## config.mk

```make
export PLATFORM = sky130hd
export DESIGN_NAME = vxe_intr_sched
export DESIGN_NICKNAME = d
export VERILOG_FILES = /design/src/rtl/vxe_intr_sched.sv
export SDC_FILE = /design/constraint.sdc
export NUM_CORES = 1
export LEC_CHECK = 0
export ABC_AREA = 1
export CORE_MARGIN = 3
export CORE_UTILIZATION = 47
export CTS_CLUSTER_SIZE = 30
export DETAILED_ROUTE_END_ITERATION = 10
export HOLD_SLACK_MARGIN = 0.05
export MAX_ROUTING_LAYER = met4
export PLACE_DENSITY = 0.8
export SYNTH_ARGS = -nofsm -noshare
export SYNTH_HDL_FRONTEND = slang
export SYNTH_SLANG_ARGS = --single-unit
```

## constraint.sdc

```tcl
create_clock -name clk -period 2.82 [get_ports clk]
set_input_delay 0.564 -clock clk [delete_from_list [all_inputs] [get_ports clk]]
set_output_delay 0.564 -clock clk [all_outputs]
set_load 0.01 [all_outputs]
```

## src/rtl/vxe_intr_sched.sv

```systemverilog
// Interrupt event scheduler: round-robin intake from NR_SRC producers, hold-off coalescing, one merged pulse to vxe_intr_unit.
// Optional event counters are enabled by defining VXE_INTR_SCHED_STATS_EN.
module vxe_intr_sched #(
    parameter int NR_SRC    = 4,
    parameter int NR_INT    = 4,
    parameter int HOLDOFF_W = 8
) (
    input  logic                     clk,
    input  logic                     nrst,
    input  logic [NR_SRC-1:0]        i_src_vld,
    input  logic [NR_SRC*NR_INT-1:0] i_src_intr,
    output logic [NR_SRC-1:0]        o_src_rdy,
    input  logic [HOLDOFF_W-1:0]     i_holdoff,
    input  logic                     i_flush,
    output logic                     o_intr_vld,
    output logic [NR_INT-1:0]        o_intr,
    output logic                     o_busy
`ifdef VXE_INTR_SCHED_STATS_EN
    ,
    input  logic                     i_stat_clr,
    output logic [15:0]              o_stat_acc,
    output logic [15:0]              o_stat_emit
`endif
);

    localparam int PTR_W = (NR_SRC > 1) ? $clog2(NR_SRC) : 1;

    typedef enum logic [1:0] {IDLE, ACCUM, EMIT} state_t;

    state_t               state_q, state_d;
    logic [NR_INT-1:0]    acc_q, acc_d;
    logic [HOLDOFF_W-1:0] cnt_q, cnt_d;
    logic [PTR_W-1:0]     rr_ptr_q, rr_ptr_d;

    logic                 hi_any, lo_any, gnt_any;
    logic [PTR_W-1:0]     hi_idx, lo_idx, gnt_idx;
    logic [NR_INT-1:0]    sel_bits;

    // Lowest valid source at/above the pointer wins; otherwise wrap to the lowest valid overall.
    always_comb begin
        hi_any = 1'b0;
        lo_any = 1'b0;
        hi_idx = '0;
        lo_idx = '0;
        for (int s = NR_SRC - 1; s >= 0; s--) begin
            if (i_src_vld[s]) begin
                lo_any = 1'b1;
                lo_idx = PTR_W'(s);
                if (s >= int'(rr_ptr_q)) begin
                    hi_any = 1'b1;
                    hi_idx = PTR_W'(s);
                end
            end
        end
    end

    assign gnt_idx   = hi_any ? hi_idx : lo_idx;
    assign gnt_any   = nrst && (state_q != EMIT) && (hi_any || lo_any);
    assign o_src_rdy = gnt_any ? (NR_SRC'(1) << gnt_idx) : '0;

    always_comb begin
        sel_bits = '0;
        for (int s = 0; s < NR_SRC; s++) begin
            if (gnt_idx == PTR_W'(s)) sel_bits = i_src_intr[s*NR_INT +: NR_INT];
        end
    end

    always_ff @(posedge clk or negedge nrst) begin
        if (!nrst) begin
            state_q  <= IDLE;
            acc_q    <= '0;
            cnt_q    <= '0;
            rr_ptr_q <= '0;
        end else begin
            state_q  <= state_d;
            acc_q    <= acc_d;
            cnt_q    <= cnt_d;
            rr_ptr_q <= rr_ptr_d;
        end
    end

    always_comb begin
        state_d    = state_q;
        acc_d      = acc_q;
        cnt_d      = cnt_q;
        rr_ptr_d   = rr_ptr_q;
        o_intr_vld = 1'b0;
        o_intr     = '0;

        // Grants are never issued in EMIT, so merging here cannot race the clear below.
        if (gnt_any) begin
            acc_d    = acc_q | sel_bits;
            rr_ptr_d = (gnt_idx == PTR_W'(NR_SRC - 1)) ? '0 : gnt_idx + 1'b1;
        end

        case (state_q)
            IDLE: begin
                if (gnt_any && (sel_bits != '0)) begin
                    if (i_holdoff == '0) begin
                        state_d = EMIT;
                    end else begin
                        state_d = ACCUM;
                        cnt_d   = i_holdoff;
                    end
                end
            end
            ACCUM: begin
                cnt_d = cnt_q - 1'b1;
                if ((cnt_q == HOLDOFF_W'(1)) || i_flush) state_d = EMIT;
            end
            EMIT: begin
                o_intr_vld = 1'b1;
                o_intr     = acc_q;
                acc_d      = '0;
                cnt_d      = '0;
                state_d    = IDLE;
            end
            default: state_d = IDLE;
        endcase
    end

    assign o_busy = (state_q != IDLE);

`ifdef VXE_INTR_SCHED_STATS_EN
    logic [15:0] stat_acc_q, stat_emit_q;

    always_ff @(posedge clk or negedge nrst) begin
        if (!nrst) begin
            stat_acc_q  <= '0;
            stat_emit_q <= '0;
        end else if (i_stat_clr) begin
            stat_acc_q  <= '0;
            stat_emit_q <= '0;
        end else begin
            if (gnt_any && (stat_acc_q != 16'hFFFF))          stat_acc_q  <= stat_acc_q + 16'd1;
            if ((state_q == EMIT) && (stat_emit_q != 16'hFFFF)) stat_emit_q <= stat_emit_q + 16'd1;
        end
    end

    assign o_stat_acc  = stat_acc_q;
    assign o_stat_emit = stat_emit_q;
`endif

endmodule
```

Word level (Yosys, flattened, before mapping)
Cells that the tools add are included.
W data, S select, Z words.
{"block": "totals", "reg_bits": 16, "elab_cells": 73, "output_inout_bits": 10}
{"block": "op_classes", "n_mux": 38, "bitwise": 1, "magnitude_cmp": 3, "n_addsub": 2, "n_eq_ne": 10, "shifts": 1, "n_reduce_logical": 14}
{"op": "$mux W4", "count": 8}
{"op": "$mux W2", "count": 15}
{"op": "$pmux W8 S3", "count": 1}
{"op": "$mux W8", "count": 2}
{"op": "$mux W1", "count": 11}
{"op": "$eq A8 B1 Y1 const B", "count": 1}
{"op": "$logic_not A8 Y1", "count": 1}
{"op": "$ne A2 B2 Y1 const B", "count": 4}
{"op": "$sub A8 B1 Y8 const B", "count": 1}
{"op": "$eq A2 B2 Y1 const B", "count": 3}
{"op": "$eq A2 B1 Y1 const B", "count": 2}
{"op": "$ge A1 B2 Y1 const A", "count": 2}
{"op": "$logic_not A2 Y1", "count": 2}
{"op": "$or A4 B4 Y4", "count": 1}
{"op": "$pmux W2 S2", "count": 1}
{"op": "$reduce_bool A2 Y1", "count": 2}
{"op": "$reduce_bool A4 Y1", "count": 1}
{"op": "$shl A1 B2 Y4 const A", "count": 1}
{"op": "$logic_and A1 B1 Y1", "count": 3}
{"op": "$reduce_and A3 Y1", "count": 1}
{"op": "$reduce_bool A3 Y1", "count": 1}
{"op": "$add A2 B1 Y2 const B", "count": 1}
{"op": "$ge A2 B2 Y1 const A", "count": 1}
{"op": "$logic_or A1 B1 Y1", "count": 2}
{"op": "$reduce_and A2 Y1", "count": 1}

Logic depth before layout (Yosys ltp)
{"block": "logic_depth", "ltp_word": 17, "ltp_mapped": 20, "depth_no_buf": 20}

Worst setup path before layout
Ideal clock, no wire load.
{"block": "synth_path", "path_kind": "input port to flip-flop", "from": "input port i_src_vld[1]", "to": "register state_q[0]", "t_arrival_ns": 2.197, "slack_ns": 0.507, "path_stages": 14, "n_path_buf": 1, "t_required_ns": 2.703, "path_cell_list": "nor2_1 o21ai_0 a21oi_1 inv_1 ha_1 a21oi_1 nand2_1 a21oi_2 nand2_1 nand2_1 nand3_4 buf_6 nand3_1 nand2_1"}
{"block": "synth_via", "elab_chain_cells": 13, "word_cells_on_any_way": 25, "classes_between": "4 x eq/ne; 15 x mux; 6 x reduce/logical"}
{"element": "from (decl)", "line": "10", "text": "input logic [NR_SRC-1:0] i_src_vld,"}
{"element": "$mux W2 or $mux W1 (tied branches)", "line": "46", "text": "if (i_src_vld[s]) begin"}
{"element": "$mux W2 or $mux W1 (tied branches)", "line": "49", "text": "if (s >= int'(rr_ptr_q)) begin"}
{"element": "$mux W2 or $mux W1 (tied branches)", "line": "46"}
{"element": "$mux W2", "line": "57", "text": "assign gnt_idx = hi_any ? hi_idx : lo_idx;"}
{"element": "$logic_not A2 Y1", "line": "64", "text": "if (gnt_idx == PTR_W'(s)) sel_bits = i_src_intr[s*NR_INT +: NR_INT];"}
{"element": "$mux W4 (4 in series)", "line": "64"}
{"element": "$reduce_bool A4 Y1", "line": "98", "text": "if (gnt_any && (sel_bits != '0)) begin"}
{"element": "$logic_and A1 B1 Y1 *", "line": "98"}
{"element": "$ne A2 B2 Y1 (no line) *"}
{"element": "$reduce_and A2 Y1 (no line) *"}
{"element": "to (signal assigned)", "line": "75", "text": "state_q <= state_d;"}
{"element": "to (decl)", "line": "30", "text": "state_t state_q, state_d;"}
Every way passes the cells marked *; elsewhere a longest branch is shown, timed or not.
A chain may end at the register's enable or synchronous reset.

Worst setup path in the final report
{"block": "layout_path", "from": "input port i_src_vld[3]", "to": "register cnt_q[7]"}
{"block": "layout_via", "elab_chain_cells": 17, "word_cells_on_any_way": 35, "classes_between": "4 x eq/ne; 25 x mux; 6 x reduce/logical"}
{"element": "$mux W2 or $mux W1 (tied branches)", "line": "46"}
{"element": "$mux W2 or $mux W1 (tied branches)", "line": "49"}
{"element": "$mux W2 or $mux W1 (tied branches)", "line": "46"}
{"element": "$mux W2 or $mux W1 (tied branches)", "line": "49"}
{"element": "$mux W2 or $mux W1 (tied branches)", "line": "46"}
{"element": "$mux W2 or $mux W1 (tied branches)", "line": "49"}
{"element": "$mux W2 or $mux W1 (tied branches)", "line": "46"}
{"element": "$mux W2", "line": "57"}
{"element": "$logic_not A2 Y1", "line": "64"}
{"element": "$mux W4 (4 in series)", "line": "64"}
{"element": "$reduce_bool A4 Y1", "line": "98"}
{"element": "$logic_and A1 B1 Y1 *", "line": "98"}
{"element": "$ne A2 B2 Y1 (no line) *"}
{"element": "$reduce_and A3 Y1 (no line) *"}
{"element": "to (signal assigned)", "line": "77", "text": "cnt_q <= cnt_d;"}
{"element": "to (decl)", "line": "32", "text": "logic [HOLDOFF_W-1:0] cnt_q, cnt_d;"}
Marked as above.

==> parameters.txt <==
Parameter                              Value

Pwr
  Reported leakage power ... roughly 0.0011 µW
  Largest vdd supply drop ... around 0.0009 V
  Tot Pwr ... 2020 µW
  PwrDens ... a little over 1000 nW/µm²

Clock tree
  Later-pin clock latency in the skew report ... between 200 and 300 ps
  CTS hold repair buffers ... 0
  Clock tree from TritonCTS ... built
  Clock-pin slew reported for the worst setup and hold paths after clock tree synthesis ... ~90 ps
  H-tree lvl count ... 1
  Number of clock buffers inserted by TritonCTS ... 3
  Clk sinks ... 16
  Clk Tree Root Cell ... sky130_fd_sc_hd__clkbuf_4
  Buffer levels on the longest clock path ... 2

Timing
  Number of endpoints with negative hold slack in the final report ... 0
  Relative slew margins ... 0.703
  Worst setup skew after layout ... 4.76 ps
  Actual slew at the worst max-slew pin ... roughly 450 ps
  Final setup margin ... between 150 and 200 ps
  Setup TNS after final layout ... 0 ps
  Final cycle utilization of the critical path ... 0.946
  Max-slew violations ... 0
  Max Fclk ... 375 MHz
  Minimum clock period ... roughly 2700 ps
  Final setup viols ... 0

Placement
  Placement Setup Slack ... -328 ps
  Number of port buffers ... 40
  Post-detailed-placement half-perimeter wirelength ... between 2 and 3 mm
  Last weighted congestion value of the routability-driven placer ... around 0.97

Floorplan
  Die extent in y ... a little over 60 µm
  Starting Density ... 0.499
  Die Wd ... 60.3 µm
  Full die area ... 3640 µm²
  Number of rows in the core area ... 19
  Placeable core area ... about 2800 µm²
  Number of I/O pins ... 41

Setup path
  Largest incremental delay on the critical path ... between 500 and 600 ps
  Critical Path Fanout Max ... 8
  Critical path required time ... 3050 ps
  Type of origin of the critical path ... primary input
  Source of the critical timing path ... i_src_vld[3]
  Most numerous cell on the critical path ... sky130_fd_sc_hd__nand2_1
  Worst path cell trace ... clkdlybuf4s50_1 -> inv_1 -> nand2_1 -> nor2_1 -> o21ai_1 -> nand2_2 -> buf_4 -> ha_2 -> buf_4 -> a21oi_1 -> nand2_1 -> a21oi_2 -> nand2_1 -> nand2_2 -> nand3_4 -> nand2_8 -> nand2_1 -> nand2_1
  Critical path arrival ... between 2000 and 3000 ps
  Reg2reg start ... rr_ptr_q[1]
  Slowest stage cell, crit path ... sky130_fd_sc_hd__clkdlybuf4s50_1
  Critical path class ... primary input to flip-flop
  Critical Path Sink Type ... flip-flop

Synth
  Total nets after synthesis ... ~260
  Post-synthesis instance area ... between 1000 and 1500 µm²
  Seq cells post-synth ... 16
  Number of synthesis warnings ... 0
  Average cell area after synthesis ... approximately 6.4 µm²
  Synth cell types ... 26
  Synthesized instance count ... around 220
  Sequential cell area fraction in the yosys report ... 0.289

Worst hold path
  Path category of the worst min-delay check ... flip-flop to flip-flop
  Launch point of the worst hold path ... cnt_q[7]

Detailed routing
  Aggregate routed wire length ... 3.57 mm
  Drt initial violations ... 89
  Average vias per placed instance ... 4.92
  Routed length per placed instance ... around 12 µm
  DR pass1 iterations ... 6
  DRC ... 0
  Count of vias placed by the detailed router ... approximately 1,500
  Number of nets with antenna violations after routing ... 0

Global route
  Global routing usage summed across all routing layers ... 0.200
  Maximum number of pins on one net before global-route repair ... 17
  Global route overflow ... 0
  Antenna violations before repair ... 0
  First-pass GRT wire length ... between 5 and 6 mm
  Vias in the first global route ... 1,233

Finish
  Final cell utilization of the core ... 0.717
  Most common library cell in the layout ignoring fill and taps ... sky130_fd_sc_hd__nand2_1
  Ant. Diodes ... 0
  Most frequent cells in the layout ... sky130_fd_sc_hd__nand2_1 (56), sky130_fd_sc_hd__inv_1 (38), sky130_fd_sc_hd__clkdlybuf4s50_1 (33), sky130_fd_sc_hd__nor2_1 (22), sky130_fd_sc_hd__nand3_1 (19)
  Share of final-layout standard cells stronger than drive strength 1 ... 0.165
  Post-synthesis to final-layout area growth ... 43.6%
  Total of fill cells in the finished design ... ~240
  Total number of nets in the final design ... about 310

Status
  Status ... complete, no violations

Run
  Max-cap viol count ... 0
==> worst paths after layout <==
kind                             to  slack (ps)  cells after the start
min in group asynchronous  acc_q[2]         690                      2
max reg2reg                cnt_q[7]         390                     18
min                        cnt_q[7]         480                      2
max                        cnt_q[7]         150                     18
max in group asynchronous  acc_q[1]        1950                      2
min reg2reg                cnt_q[7]         480                      2
==> repair_timing <==
action,CTS,global route
setup endpoints to repair,12,14
cloned,0,1
buffers inserted,1,0
pin swaps,0,5
resized for setup,11,17
==> layer usage <==
metal / wire (µm) / share of wire / vias to the layer above / track usage
met5: 0 / 0 / - / -
met4: 41 / 0.011 / 0 / 0.0285
met3: 164 / 0.046 / 6 / 0.0447
met2: 1650 / 0.46 / 36 / 0.296
met1: 1720 / 0.48 / 665 / 0.286
li1: - / - / 790 / -
==> worst max-delay path: cells and delay by family <==
family | cells | cell delay (ps)
AOI/OAI and AO/OA | 3 | 360
adders and majority gates | 1 | 180
buffers and inverters | 4 | 880
and+or+nand+nor | 10 | 910
==> synthesized netlist by cell type (all sizes together) <==
library cell	number	share of area
xor2	1	0.0063
nand2	61	0.17
nand3	21	0.088
inv	44	0.12
o21ai	9	0.032
ha	9	0.081
a21boi	2	0.014
a21oi	10	0.047
o21a	1	0.0054
xnor2	1	0.0063
o22ai	8	0.036
nand4	2	0.0090
dfrtp	16	0.29
nor3	3	0.011
buf	4	0.021
or2	1	0.0045
nor2	23	0.062
==> power by group <==
part / internal, µW / leakage [µW] / switching [µW]
Sequential: 344 / 0.000200 / 76.1
Combinational: 613 / 0.000868 / 834
Clock: 78.7 / 0.0000210 / 70.4
==> logic make-up (layout without fill, tap and decap cells) <==
family,after synthesis,after routing,share of synthesized area
AOI/OAI and AO/OA,30,30,0.134
xor gates and xnor gates,2,2,0.0126
adders and majority gates,9,9,0.0812
buffers and inverters,48,104,0.140
DFF,16,16,0.289
and+or+nand+nor,111,112,0.344
==> flip-flops by register name, summed over array words and instances, names as in the netlist <==
| register | count |
|---|---|
| acc_q | 4 |
| cnt_q | 8 |
| rr_ptr_q | 2 |
| state_q | 2 |
==> per-stage QoR <==
stage	instances	area, µm²	hold slack (ps)
after floorplan	216	1390	268
after global placement	298	1910	454
after detailed placement	298	1910	465
after CTS	303	1960	486
after global routing	304	1990	509
final	304	1990	484
==> layout make-up <==
cell class / count / area [µm²] / area share
multi-input combinational: 153 / 840 / 0.421
timing repair buffer: 56 / 513 / 0.257
sequential: 16 / 400 / 0.201
inverter: 44 / 165 / 0.0829
tap: 31 / 38.8 / 0.0195
clock buffer: 4 / 36.3 / 0.0182
No activity file was read; power rests on OpenSTA's default activity.
